[src/rtl/enemy_bullet_ctl.sv]
// enemy_bullet_ctl: spawns and moves up to three enemy bullets falling from
// the enemy toward the player ship. Bullet positions feed the ship collision
// detector, so every bullet is guaranteed to sit on Y_SHIP for exactly one
// frame on its way down.
//
// Ports
//   pclk            pixel clock, all state on rising edge
//   rst             asynchronous reset, active-high
//   frame_tick      one-cycle pulse per frame; motion and firing happen only here
//   enemy_X/Y       enemy centre X / bottom Y
//   enemy_alive     enemy allowed to fire
//   is_ship_display 0 = ship destroyed: bullets cleared, firing inhibited
//   enBullet_X_n/Y_n registered bullet n position (parked at 0,0 when idle)
//   enBullet_act    bit n-1 = bullet n in flight

// One bullet slot: IDLE/FLY with motion, landing clamp and retirement.
module enemy_bullet_slot #(
  parameter int BULLET_SPEED = 8,
  parameter int Y_SHIP       = 680,
  parameter int Y_BOTTOM     = 767
) (
  input  logic        pclk,
  input  logic        rst,
  input  logic        tick,
  input  logic        clear,
  input  logic        load,
  input  logic [10:0] load_x,
  input  logic [10:0] load_y,
  output logic        fly,
  output logic [10:0] x,
  output logic [10:0] y
);
  localparam logic [0:0] IDLE = 1'b0;
  localparam logic [0:0] FLY  = 1'b1;

  logic [0:0]  state;
  logic [11:0] s;

  // 12-bit sum so a step past 2047 can't wrap back into the playfield.
  assign s   = {1'b0, y} + 12'(BULLET_SPEED);
  assign fly = (state == FLY);

  always_ff @(posedge pclk or posedge rst) begin
    if (rst) begin
      state <= IDLE;
      x     <= '0;
      y     <= '0;
    end else if (clear) begin
      state <= IDLE;
      x     <= '0;
      y     <= '0;
    end else if (tick) begin
      if (state == IDLE) begin
        if (load) begin
          state <= FLY;
          x     <= load_x;
          y     <= load_y;
        end
      end else begin
        // Clamp onto the ship row so the detector's equality test sees it.
        if (({1'b0, y} < 12'(Y_SHIP)) && (s > 12'(Y_SHIP))) begin
          y <= 11'(Y_SHIP);
        end else if (s > 12'(Y_BOTTOM)) begin
          state <= IDLE;
          x     <= '0;
          y     <= '0;
        end else begin
          y <= s[10:0];
        end
      end
    end
  end
endmodule

module enemy_bullet_ctl #(
  parameter int         BULLET_SPEED = 8,
  parameter int         SPAWN_OFFSET = 16,
  parameter int         FIRE_PERIOD  = 60,
  parameter logic [3:0] JITTER_MASK  = 4'hF,
  parameter int         Y_SHIP       = 680,
  parameter int         Y_BOTTOM     = 767
) (
  input  logic        pclk,
  input  logic        rst,
  input  logic        frame_tick,
  input  logic [10:0] enemy_X,
  input  logic [10:0] enemy_Y,
  input  logic        enemy_alive,
  input  logic        is_ship_display,
  output logic [10:0] enBullet_X_1,
  output logic [10:0] enBullet_Y_1,
  output logic [10:0] enBullet_X_2,
  output logic [10:0] enBullet_Y_2,
  output logic [10:0] enBullet_X_3,
  output logic [10:0] enBullet_Y_3,
  output logic [2:0]  enBullet_act
);
  localparam int NUM_SLOTS = 3;

  logic [7:0]                  cooldown;
  logic [7:0]                  lfsr;
  logic [7:0]                  reload;
  logic                        fire;
  logic                        can_load;
  logic [NUM_SLOTS-1:0]        fly;
  logic [NUM_SLOTS-1:0]        free;
  logic [NUM_SLOTS-1:0]        load;
  logic [NUM_SLOTS-1:0][10:0]  bx;
  logic [NUM_SLOTS-1:0][10:0]  by;
  logic [11:0]                 spawn_sum;
  logic [10:0]                 spawn_y;

  assign fire     = frame_tick && (cooldown == 8'd1);
  assign can_load = fire && enemy_alive && is_ship_display;
  // Free is taken from current state, so a slot retiring this tick is
  // still busy for this fire event.
  assign free     = ~fly;

  // Lowest-index idle slot wins.
  assign load[0] = can_load && free[0];
  assign load[1] = can_load && free[1] && !free[0];
  assign load[2] = can_load && free[2] && !free[1] && !free[0];

  assign spawn_sum = {1'b0, enemy_Y} + 12'(SPAWN_OFFSET);
  assign spawn_y   = (spawn_sum > 12'(Y_BOTTOM)) ? 11'(Y_BOTTOM) : spawn_sum[10:0];

  assign reload = 8'(FIRE_PERIOD) + {4'b0, lfsr[3:0] & JITTER_MASK};

  always_ff @(posedge pclk or posedge rst) begin
    if (rst) begin
      cooldown <= 8'(FIRE_PERIOD);
      lfsr     <= 8'hA5;
    end else if (!is_ship_display) begin
      cooldown <= 8'(FIRE_PERIOD);
    end else if (frame_tick) begin
      if (cooldown == 8'd1) begin
        cooldown <= reload;
        // x^8+x^6+x^5+x^4+1
        lfsr     <= {lfsr[6:0], lfsr[7] ^ lfsr[5] ^ lfsr[4] ^ lfsr[3]};
      end else begin
        cooldown <= cooldown - 8'd1;
      end
    end
  end

  for (genvar i = 0; i < NUM_SLOTS; i++) begin : g_slot
    enemy_bullet_slot #(
      .BULLET_SPEED (BULLET_SPEED),
      .Y_SHIP       (Y_SHIP),
      .Y_BOTTOM     (Y_BOTTOM)
    ) u_slot (
      .pclk   (pclk),
      .rst    (rst),
      .tick   (frame_tick),
      .clear  (!is_ship_display),
      .load   (load[i]),
      .load_x (enemy_X),
      .load_y (spawn_y),
      .fly    (fly[i]),
      .x      (bx[i]),
      .y      (by[i])
    );
  end

  assign enBullet_X_1 = bx[0];
  assign enBullet_Y_1 = by[0];
  assign enBullet_X_2 = bx[1];
  assign enBullet_Y_2 = by[1];
  assign enBullet_X_3 = bx[2];
  assign enBullet_Y_3 = by[2];
  assign enBullet_act = fly;
endmodule
[config.mk]
export PLATFORM = sky130hd
export DESIGN_NAME = enemy_bullet_ctl
export DESIGN_NICKNAME = d
export VERILOG_FILES = /design/src/rtl/enemy_bullet_ctl.sv
export SDC_FILE = /design/constraint.sdc
export NUM_CORES = 1
export LEC_CHECK = 0
export BUFFER_PORTS_ARGS = -buffer_cell sky130_fd_sc_hd__clkbuf_2
export CAP_MARGIN = 30
export CORE_MARGIN = 4
export CORE_UTILIZATION = 55
export CTS_BUF_LIST = sky130_fd_sc_hd__clkbuf_8
export CTS_CLUSTER_DIAMETER = 100
export DETAILED_ROUTE_END_ITERATION = 8
export PLACE_DENSITY = 0.86
export REMOVE_ABC_BUFFERS = 1
export SYNTH_ARGS = -nofsm -noshare
export SYNTH_HDL_FRONTEND = slang
export SYNTH_SLANG_ARGS = --single-unit
[constraint.sdc]
create_clock -name pclk -period 2.8 [get_ports pclk]
set_input_delay 0.42 -clock pclk [delete_from_list [all_inputs] [get_ports pclk]]
set_output_delay 0.42 -clock pclk [all_outputs]
set_load 0.1 [all_outputs]
======== After elaboration in Yosys (flattened, before gate mapping) ========
Cells that the tools add are included.
word-level totals
  register bits after elaboration ......... 85
  input bits .............................. 27
  word-level logic and storage cells ...... 121
cells by class
  add/sub/neg operators ................... 6
  magnitude comparators ................... 10
  equality and inequality tests ........... 11
  muxes and demuxes ....................... 58
  bitwise operators ....................... 4
  reduce and logical (&&, ||, !) cells .... 21
operators with widths
  operator               count
  $mux 11                37
  $gt 12x10->1 const B   7
  $add 11x4->12 const B  3
  $lt 11x10->1 const B   3
  $mux 8                 3
  $mux 1                 18
  $ne 3x3->1 const B     6
  $add 11x5->12 const B  1
  $logic_and 1x1->1      12
  $reduce_and 4->1       3
  $ne 3x1->1 const B     3
  $eq 8x1->1 const B     1
  $sub 8x1->8 const B    1
  $add 6x4->7 const A    1
  $reduce_and 2->1       3
  $not 3->3              1
  $reduce_and 3->1       1
  $xor 1x1->1            3
  $logic_not 1->1        2
  $ne 2x2->1 const B     1

======== Longest topological paths before layout ========
  depth in word-level cells ............... 11
  depth in mapped cells ................... 11
  mapped depth without buffers ............ 9

======== Cells and area by module ========
Synthesis repeated with hierarchy kept, for this count alone.
unflattened totals
  cell total of the unflattened synthesis .. 686
  area, all modules ....................... 6,072.1 um^2
modules (own cells, without submodules)
  module             times used  cells an instance  area each (um^2)  seq. area each (um^2)
  enemy_bullet_slot  3           185                1,629.1           575.6
  enemy_bullet_ctl   1           131                1,184.9           410.4

======== Worst setup path before layout ========
No wires, ideal clock.
  kind .................................... register to register
  start point ............................. register g_slot[0].u_slot.y[3]
  end point ............................... register g_slot[0].u_slot.x[0]
  library setup time ...................... 0.123 ns
  arrival ................................. 2.790 ns
  path slack .............................. -0.113 ns
  stages on the path, launching flop included .. 10
  path buffers ............................ 1
  cells stage by stage .................... dfrtp_1 > inv_1 > ha_1 > or4_1 > o221ai_1 > a211oi_1 > o21ai_1 > a31oi_1 > buf_6 > a22o_1
on the way
  longest elaborated chain between the ends .. 5
RTL lines
  element                       RTL line  text
  from (decl)                   31        output logic [10:0] y
  from (signal assigned)        57        y <= load_y;
  from (signal assigned)        62        y <= 11'(Y_SHIP);
  from (signal assigned)        68        y <= s[10:0];
  $add 11x4->12                 40        assign s = {1'b0, y} + 12'(BULLET_SPEED);
  $gt 12x10->1                  61        if (({1'b0, y} < 12'(Y_SHIP)) && (s > 12'(Y_SHIP))) begin
  $logic_and 1x1->1             61
  $ne 3x3->1 (no line)          n/a
  $reduce_and 4->1 (no line) *  n/a
  to (signal assigned)          56        x <= load_x;
  to (decl)                     30        output logic [10:0] x,
Every way passes the cells marked *; elsewhere a longest branch is shown, timed or not.
A chain may end at the register's enable or synchronous reset.

======== Worst setup path after layout ========
  start point ............................. register g_slot[0].u_slot.y[3]
  end point ............................... register g_slot[0].u_slot.state
on the way
  longest elaborated chain between the ends .. 7
RTL lines
  element                                      RTL line  text
  $add 11x4->12                                40
  $gt 12x10->1, on equally long branches       63, 61
  $mux 1 or $logic_and 1x1->1 (tied branches)  63, 61
  $mux 1 *                                     61
  $mux 1 *                                     53        if (state == IDLE) begin
  $mux 1 *                                     52        end else if (tick) begin
  $mux 1 *                                     48        end else if (clear) begin
  to (signal assigned)                         49        state <= IDLE;
  to (signal assigned)                         55        state <= FLY;
  to (signal assigned)                         64        state <= IDLE;
  to (decl)                                    36        logic [0:0] state;
Every way passes the cells marked *; elsewhere a longest branch is shown, timed or not. The select of a mux whose other input is x is not followed.

==> results.json <==
{
  "synth.top_cells.by_area": "dfrtp_1 37%, a22o_1 5.4%, dfstp_2 4.1%, nand2_1 3.6%, nor2_1 2.8%",
  "dp_hpwl_mm": 10.1,
  "period_minus_slack_ns": 2.63,
  "synth_seq_area_share_pct": 41.4,
  "clock_latency_ns": 0.37,
  "synthAdderAreaFrac_pct": 2.67,
  "drc": 0,
  "synth_top_family_by_area": "compound AO/OA/AOI/OAI gates",
  "rr_endpoint": "g_slot[0].u_slot.fly$_DFFE_PP0P_",
  "crit_path_end_kind": "flip-flop",
  "antenna_found_initial": 0,
  "critPathMostFrequentCell": "nand2_1",
  "fin_worst_skew_ns": 0.0141,
  "numClockSinks": 85,
  "cts_root_buf": "clkbuf_8",
  "avgViaCountPerCell": 6.51,
  "fin_nets": 682,
  "synth_area_per_cell_um2": 9.21,
  "synth_seq_cells": 85,
  "synth_top_flop_cell": "dfrtp_1",
  "rsz0062_at_grt": "no",
  "hold_viol": 0,
  "gr-total-overflow": 0,
  "crit_slowest_cell": "or4_1",
  "grt_max_degree": 53,
  "ant_nets": 0,
  "synth-simple-area-share_pct": 20.0,
  "drt_iter0_markers": 409,
  "dieArea_um2": 11000,
  "fin_ws_ns": 0.174,
  "min_period_over_period_pct": 93.8,
  "layout-drive-gt1-share_pct": 24.3,
  "die_w_um": 105,
  "hold_class": "input port to async pin",
  "yosys_warnings": 0,
  "clk_path_buf_depth": 2,
  "post_cts_resized": 0,
  "io_buffers": 95,
  "critPathLaunch": "g_slot[0].u_slot.y[3]$_DFFE_PP0P_",
  "grt_pass1_wl_mm": 23.9,
  "worst_pin_slew_ns": 0.598,
  "cp.required_ns": 3.04,
  "worst-r2r-setup-slack_ns": 0.17,
  "setup_viol_count_final": 0,
  "drt-pass1-iter-count": 5,
  "vias": 4946,
  "netlist.area_leader.share_pct": 37.4,
  "post-place-ws_ns": 0.286,
  "core_um2": 9200,
  "clk_pin_slew_ns": 0.10,
  "die_y_um": 105,
  "slowest_delay_ns": 0.51,
  "synth-edff-count": 0,
  "syn_area_um2": 5160,
  "ff2ff_path_depth": 9,
  "cp.arrival_ns": 2.87,
  "final_area_um2": 5910,
  "crit_type": "flip-flop to flip-flop",
  "htreeDepth": 3,
  "row_count": 35,
  "grt_usage_pct": 26.1,
  "hold_buffers": 0,
  "synth_xor_area_share_pct": 1.70,
  "fmax_ghz": 0.381,
  "io_pins": 96,
  "cp-start-kind": "flip-flop",
  "mostFrequentLayoutCell": "clkbuf_2",
  "synth_compound_area_share_pct": 26.6,
  "nFillCells": 751,
  "cp_max_fo": 7,
  "grt_pass1_vias": 4834,
  "synthCells": 560,
  "ir_drop_mv": 0.388,
  "cellPowerDensity_nw_per_um2": 416,
  "cts_tree": "yes",
  "synth.area.mux_share_pct": 1.77,
  "path_cells": "inv_1 -> ha_1 -> or4_1 -> o221ai_1 -> a211oi_1 -> o21ai_1 -> nand2_1 -> o21ai_0 -> nand2_1",
  "final_cell_mix": "95 x clkbuf_2, 77 x dfrtp_1, 50 x nand2_1",
  "cts_buffers": 9,
  "slew_viol_final": 0,
  "routed_wl_mm": 14.1,
  "wl_per_cell_um": 18.5,
  "area_growth_pct": 14.5,
  "synth_cell_types": 83,
  "yosys.area.top_type": "dfrtp_1",
  "status": "complete, no violations",
  "relSlewSlack_pct": 59.6,
  "start_util_pct": 56.1,
  "cellLeakagePower_uw": 0.00276,
  "place_area_um2": 5680,
  "maxCapViolCount": 0,
  "routabilityCongestion": 0.915,
  "diodes": 0,
  "post_cts_buffers": 0,
  "r2r_start": "g_slot[0].u_slot.y[3]$_DFFE_PP0P_",
  "async_flop_share_pct": 100
}
[kinds of logic after synthesis]
| kind of cell | after synthesis |
|---|---|
| xor+xnor | 10 |
| simple gates | 197 |
| buf+inv | 63 |
| fa+ha+maj | 11 |
| flops | 85 |
| compound gates | 186 |
| mux | 8 |
[worst max-delay path: cells and delay by family, from the launching register on]
kind	cells	cell delay [ns]
buf+inv	1	0.11
simple gates	3	0.83
flops	1	0.42
fa+ha+maj	1	0.33
compound gates	4	0.81
[sequential cells by signal, summed over array words and instances, names as in the netlist]
register	cells
g_slot.u_slot.fly	3
g_slot.u_slot.x	33
cooldown	8
g_slot.u_slot.y	33
lfsr	8
[per-stage QoR]
stage	hold WS [ns]	total power [uW]	std cells	TNS [ns]	util, %
floorplan	0.454	1390	528	-5.03	-
global placement	0.463	1470	744	0	61.8
detailed placement	0.479	1470	744	0	61.8
CTS	0.0844	2460	760	0	64.2
global route	0.108	2540	760	0	64.2
finish	0.0735	2460	760	0	64.2
[layer usage]
metal	global-route usage, %	share of wire (%)	up-vias	wire length, um
li1	-	-	2243	-
met1	34.7	41	2412	5820
met2	42.6	49	258	6940
met3	4.76	7.0	33	987
met4	9.65	2.4	0	334
met5	0	0	-	0
[Yosys cell counts (3+ instances only)]
cell type,n
a21oi_1,25
mux2_1,4
buf_6,3
inv_1,30
a22o_1,32
a41oi_1,5
o211ai_1,8
a31oi_1,11
nor2_1,39
buf_4,8
nor3_1,12
and2_1,4
o22ai_1,6
buf_2,6
xor2_1,4
a21oi_2,3
or3_1,4
nand4_1,7
nor2b_1,9
nand2b_1,4
dfrtp_1,77
ha_1,11
or4_1,3
nor3b_1,7
o21a_1,3
xnor2_1,6
nand2_1,50
o21ai_0,22
dfstp_2,8
a31o_1,3
a221o_1,3
and3_1,12
o221ai_1,5
or2_1,4
o31ai_1,8
clkbuf_1,12
o21ai_1,21
nand3_1,23
[cell type report]
cell class | count | area [um^2] | area share [%]
multi-input combinational | 412 | 2720 | 46.1
clock inverter | 7 | 104 | 1.76
clock buffer | 9 | 124 | 2.10
inverter | 31 | 118 | 1.99
sequential | 85 | 2140 | 36.2
timing repair buffer | 105 | 563 | 9.53
tap | 111 | 139 | 2.35
[worst max path at each step]
stage | end | slack, ns | cells after the start
global route | g_slot[0].u_slot.fly$_DFFE_PP0P_ | 0.006 | 9
CTS | g_slot[1].u_slot.x[4]$_DFFE_PP0P_ | 0.26 | 8
finish | g_slot[0].u_slot.fly$_DFFE_PP0P_ | 0.17 | 9
floorplan | g_slot[0].u_slot.x[0]$_DFFE_PP0P_ | -0.16 | 8
global placement | g_slot[0].u_slot.fly$_DFFE_PP0P_ | 0.36 | 9
detailed placement | g_slot[1].u_slot.x[0]$_DFFE_PP0P_ | 0.29 | 8
[power by group]
group / total, uW / switching, uW / internal, uW
sequential: 1250 / 12.7 / 1240
combinational: 203 / 148 / 54.9
clock: 1010 / 493 / 515
total: 2460 / 654 / 1810
Note: power is estimated with default switching activity, not from simulation.
